--- config.mk ---
export PLATFORM = sky130hd
export DESIGN_NAME = lc3b_mem_unit
export DESIGN_NICKNAME = d
export VERILOG_FILES = /design/src/rtl/lc3b_mem_unit.sv
export SDC_FILE = /design/constraint.sdc
export NUM_CORES = 1
export LEC_CHECK = 0
export CAP_MARGIN = 20
export CORE_UTILIZATION = 48
export CTS_CLUSTER_DIAMETER = 150
export DETAILED_ROUTE_END_ITERATION = 16
export PLACE_DENSITY = 0.87
export SETUP_SLACK_MARGIN = 0.4
export SLEW_MARGIN = 20
export SYNTH_ARGS = -nofsm -noshare
export SYNTH_HDL_FRONTEND = slang
export SYNTH_SLANG_ARGS = --single-unit
--- constraint.sdc ---
create_clock -name clk -period 3.3 [get_ports clk]
set_input_delay 0.66 -clock clk [delete_from_list [all_inputs] [get_ports clk]]
set_output_delay 0.66 -clock clk [all_outputs]
set_load 0.02 [all_outputs]
--- src/rtl/lc3b_mem_unit.sv ---
// LC-3b load/store unit: latches a request, runs a ready-handshake with memory, sign-extends byte loads.
// Optional misaligned-word abort is enabled by defining LC3B_MEM_ALIGN_CHECK_EN.
module lc3b_mem_unit #(
   parameter int unsigned TIMEOUT_CYCLES = 15
) (
   input  logic        clk,
   input  logic        rst_n,
   input  logic        REQ,
   input  logic        WE,
   input  logic        BYTE,
   input  logic [15:0] ADDR,
   input  logic [15:0] WDATA,
   output logic        BUSY,
   output logic        DONE,
   output logic [15:0] RDATA,
   output logic        LD_REG,
   output logic        ERR,
   output logic        MEM_EN,
   output logic [1:0]  MEM_WE,
   output logic [15:0] MEM_ADDR,
   output logic [15:0] MEM_WDATA,
   input  logic [15:0] MEM_RDATA,
   input  logic        MEM_R
);

   typedef enum logic [1:0] {S_IDLE, S_ACCESS, S_RESP} state_t;

   localparam logic [7:0] LP_TO_LAST = 8'(TIMEOUT_CYCLES - 1);

   state_t      r_state, w_next;
   logic        r_we, r_byte, r_a0, r_ld, r_err;
   logic [7:0]  r_cnt;
   logic [15:0] r_rdata, r_maddr, r_mwdata;
   logic [1:0]  r_mwe;
   logic        w_accept, w_misalign, w_expire;
   logic [7:0]  w_byte;
   logic [15:0] w_load;

   assign w_accept = (r_state == S_IDLE) && REQ;
`ifdef LC3B_MEM_ALIGN_CHECK_EN
   assign w_misalign = !BYTE && ADDR[0];
`else
   assign w_misalign = 1'b0;
`endif
   // MEM_R in the expiring cycle takes priority over the timeout
   assign w_expire = (r_state == S_ACCESS) && !MEM_R && (r_cnt == LP_TO_LAST);

   assign w_byte = r_a0 ? MEM_RDATA[15:8] : MEM_RDATA[7:0];
   assign w_load = r_byte ? {{8{w_byte[7]}}, w_byte} : MEM_RDATA;

   always_ff @(posedge clk or negedge rst_n) begin
      if (!rst_n) r_state <= S_IDLE;
      else        r_state <= w_next;
   end

   always_comb begin
      w_next = r_state;
      case (r_state)
         S_IDLE:   if (REQ) w_next = w_misalign ? S_RESP : S_ACCESS;
         S_ACCESS: if (MEM_R || w_expire) w_next = S_RESP;
         S_RESP:   w_next = S_IDLE;
         default:  w_next = S_IDLE;
      endcase
   end

   always_ff @(posedge clk or negedge rst_n) begin
      if (!rst_n) begin
         r_we     <= 1'b0;
         r_byte   <= 1'b0;
         r_a0     <= 1'b0;
         r_ld     <= 1'b0;
         r_err    <= 1'b0;
         r_cnt    <= 8'd0;
         r_rdata  <= 16'd0;
         r_maddr  <= 16'd0;
         r_mwdata <= 16'd0;
         r_mwe    <= 2'b00;
      end else if (w_accept) begin
         r_we     <= WE;
         r_byte   <= BYTE;
         r_a0     <= ADDR[0];
         r_ld     <= 1'b0;
         r_err    <= w_misalign;
         r_cnt    <= 8'd0;
         r_maddr  <= {ADDR[15:1], 1'b0};
         r_mwdata <= BYTE ? {WDATA[7:0], WDATA[7:0]} : WDATA;
         if (WE && !w_misalign) r_mwe <= BYTE ? (ADDR[0] ? 2'b10 : 2'b01) : 2'b11;
         else                   r_mwe <= 2'b00;
      end else if (r_state == S_ACCESS) begin
         if (MEM_R) begin
            r_mwe <= 2'b00;
            if (!r_we) begin
               r_rdata <= w_load;
               r_ld    <= 1'b1;
            end
         end else if (w_expire) begin
            r_mwe <= 2'b00;
            r_err <= 1'b1;
         end else begin
            r_cnt <= r_cnt + 8'd1;
         end
      end
   end

   assign BUSY      = (r_state != S_IDLE);
   assign DONE      = (r_state == S_RESP);
   assign LD_REG    = DONE && r_ld;
   assign ERR       = DONE && r_err;
   assign MEM_EN    = (r_state == S_ACCESS);
   assign MEM_WE    = r_mwe;
   assign MEM_ADDR  = r_maddr;
   assign MEM_WDATA = r_mwdata;
   assign RDATA     = r_rdata;

endmodule

==> results.sh <==
export IMPL_grt_usage_pct=22.9
export IMPL_grt_max_degree=56
export IMPL_ys_ff_latch=64
export IMPL_cts_htree_levels=3
export IMPL_cts_root_buf="clkbuf_8"
export IMPL_synth_commonest_cells="nand2_1 (99), dfrtp_1 (64), mux2i_1 (23), nor2_1 (19), nand2b_1 (11)"
export IMPL_startpoint_type="flip-flop"
export IMPL_arrival_ps=1850
export IMPL_clockBufferDepth=2
export IMPL_std_cell_rows=28
export IMPL_clock_sinks=64
export IMPL_yosys_top_cells_area="dfrtp_1 (55%), nand2_1 (13%), mux2i_1 (7.9%)"
export IMPL_start_util_pct=49.7
export IMPL_rsz0062_at_grt="no"
export IMPL_post_cts_setup_buffers=0
export IMPL_fin_nets=456
export IMPL_hpwl_um=5000
export IMPL_drt_iter0_markers=112
export IMPL_vias=2473
export IMPL_period_minus_slack_ps=2510
export IMPL_hold_class="in -> async"
export IMPL_netlist_area_um2=2920
export IMPL_r2r_start="r_state[1]"
export IMPL_postLayoutCellArea_um2=4200
export IMPL_powerDensity_nw_per_um2=859
export IMPL_avgSynthCellArea_um2=9.87
export IMPL_die_area_um2=6410
export IMPL_drive_gt1_share_pct=7.43
export IMPL_worst_pin_slew_ps=645
export IMPL_ys_seq_area_share_pct=54.8
export IMPL_wire_per_inst_um=14.6
export IMPL_max_slew_margin_pct=57.0
export IMPL_routed_via_density=5.16
export IMPL_die_y_um=80.0
export IMPL_path_clk_slew_ps=70
export IMPL_core_area_um2=5890
export IMPL_rrSetupSlack_ps=1650
export IMPL_fmax_ghz=0.399
export IMPL_dr_pass1_iters=4
export IMPL_synth_fp_nets=352
export IMPL_grt_pass1_wl_um=10900
export IMPL_final_util_pct=71.4
export IMPL_path_class="reg -> out"
export IMPL_async_flop_share_pct=100
export IMPL_diodes=0
export IMPL_syn_instance_count=296
export IMPL_postCtsHoldBufs=0
export IMPL_syn_to_final_growth_pct=43.8
export IMPL_numPortBuffers=107
export IMPL_critPathCaptureType="output pin"
export IMPL_numCtsBuffers=9
export IMPL_antenna_found_initial=0
export IMPL_final_setup_tns_ps=0
export IMPL_wl_um=6980
export IMPL_die_x_um=80.0
export IMPL_drv_slew=0
export IMPL_synth_cell_types=37
export IMPL_reg2reg_depth=3
export IMPL_status="finished clean"
export IMPL_finalCritPeriodShare_pct=76.0
export IMPL_hold_violations=0
export IMPL_grt_pass1_vias=2383
export IMPL_synth_most_common_cell="nand2_1"
export IMPL_synth_edf_count=0
export IMPL_synth_largest_area_cell="dfrtp_1"
export IMPL_ctsResizeCount=0
export IMPL_place_area_um2=3980
export IMPL_cp_data_required_time_ps=2640
export IMPL_clkLatencyLatePin_ps=340
export IMPL_drv_cap=0
export IMPL_p_leak_uw=0.00196
export IMPL_crit_fanout=10
export IMPL_drcViolationCount=0
export IMPL_clock_skew_ps=10.3
export IMPL_synthFlopType="dfrtp_1"
export IMPL_io_pins=109
export IMPL_netlist_area_leader_share_pct=54.8
export IMPL_cts_tree="built"
export IMPL_finalWeightedCongestion=0.840
export IMPL_overflow=0
export IMPL_reg2reg_to="RDATA[10]"
export IMPL_setup_viol=0
export IMPL_ys_warn_count=0
export IMPL_ir_worst_vdd_mv=0.483
export IMPL_antenna_left=0
==> cell type report <==
class | count | area (um2)
inverters | 2 | 7.51
repair buffers | 110 | 1090
fillers | 439 | 1680
clock inverters | 3 | 65.1
well taps | 75 | 93.8
clock buffers | 12 | 155
flip-flops and latches | 64 | 1600
multi-input cells | 213 | 1190
==> metrics by stage <==
step | hold WS [ps] | cells | power [uW] | worst slack [ps]
6_report | 263 | 479 | 3610 | 791
5_1_grt | 281 | 479 | 3820 | 681
4_1_cts | 259 | 479 | 3640 | 770
3_5_place_dp | 466 | 464 | 2880 | 771
3_3_place_gp | 452 | 464 | 2820 | 834
2_1_floorplan | 364 | 296 | 2140 | 1500
==> metal layers <==
| metal | GRT usage, % | part of all wire, % | vias to the layer above |
|---|---|---|---|
| li1 | - | - | 1189 |
| met1 | 27.2 | 41 | 1177 |
| met2 | 38.9 | 50 | 95 |
| met3 | 5.49 | 7.1 | 12 |
| met4 | 11.1 | 1.8 | 0 |
| met5 | 0 | 0 | - |
==> registers in the layout, summed over array words and instances, names as in the netlist <==
| register | count |
|---|---|
| r_state | 2 |
| MEM_WE | 2 |
| RDATA | 16 |
| r_cnt | 8 |
| r_we | 1 |
| MEM_WDATA | 16 |
| r_err | 1 |
| MEM_ADDR | 15 |
| r_a0 | 1 |
| r_ld | 1 |
| r_byte | 1 |
==> cells in the final DEF (no fill, tap or decap), drive strengths merged, types with 3 or more instances in the layout <==
cell type,synthesis,routed
clkdlybuf4s50,0,106
nand2,99,99
dfrtp,64,64
mux2i,23,23
nor2,19,19
clkbuf,2,12
nand2b,11,11
o21ai,11,11
a31oi,9,9
a21oi,7,7
buf,15,4
o211ai,3,3
or3b,3,3
==> power by group <==
| group | switching (uW) | total (uW) | internal [uW] |
|---|---|---|---|
| clock network | 285 | 747 | 462 |
| logic | 817 | 1560 | 746 |
| registers | 210 | 1300 | 1090 |
| total | 1310 | 3610 | 2300 |
==> how the worst max path moves through the flow <==
stage	cells past startpoint	from	endpoint
finish	3	r_state[1]	LD_REG
global route	3	r_state[1]	LD_REG
CTS	3	r_state[1]	LD_REG
detailed placement	4	REQ	MEM_WDATA[11]
global placement	4	REQ	MEM_WE[0]
floorplan	2	r_state[1]	ERR
==> worst max-delay path, cell delays in order, from the launching register on <==
cell	delay (ps)
dfrtp_1	520
nor2b_1	240
and2_1	140
clkdlybuf4s50_1	610
==> logic make-up (layout without fill, tap and decap cells) <==
logic type      count (synthesis)  count (layout)  synth area share (%)
compound gates                 35              35                  7.79
fa+ha+maj                       2               2                 0.856
buf+inv                        19             127                  4.75
flops                          64              64                  54.8
mux                            24              24                  8.26
other cells                     1               1                 0.128
simple gates                  151             151                  23.4
Power figures use the tool's default switching activity.
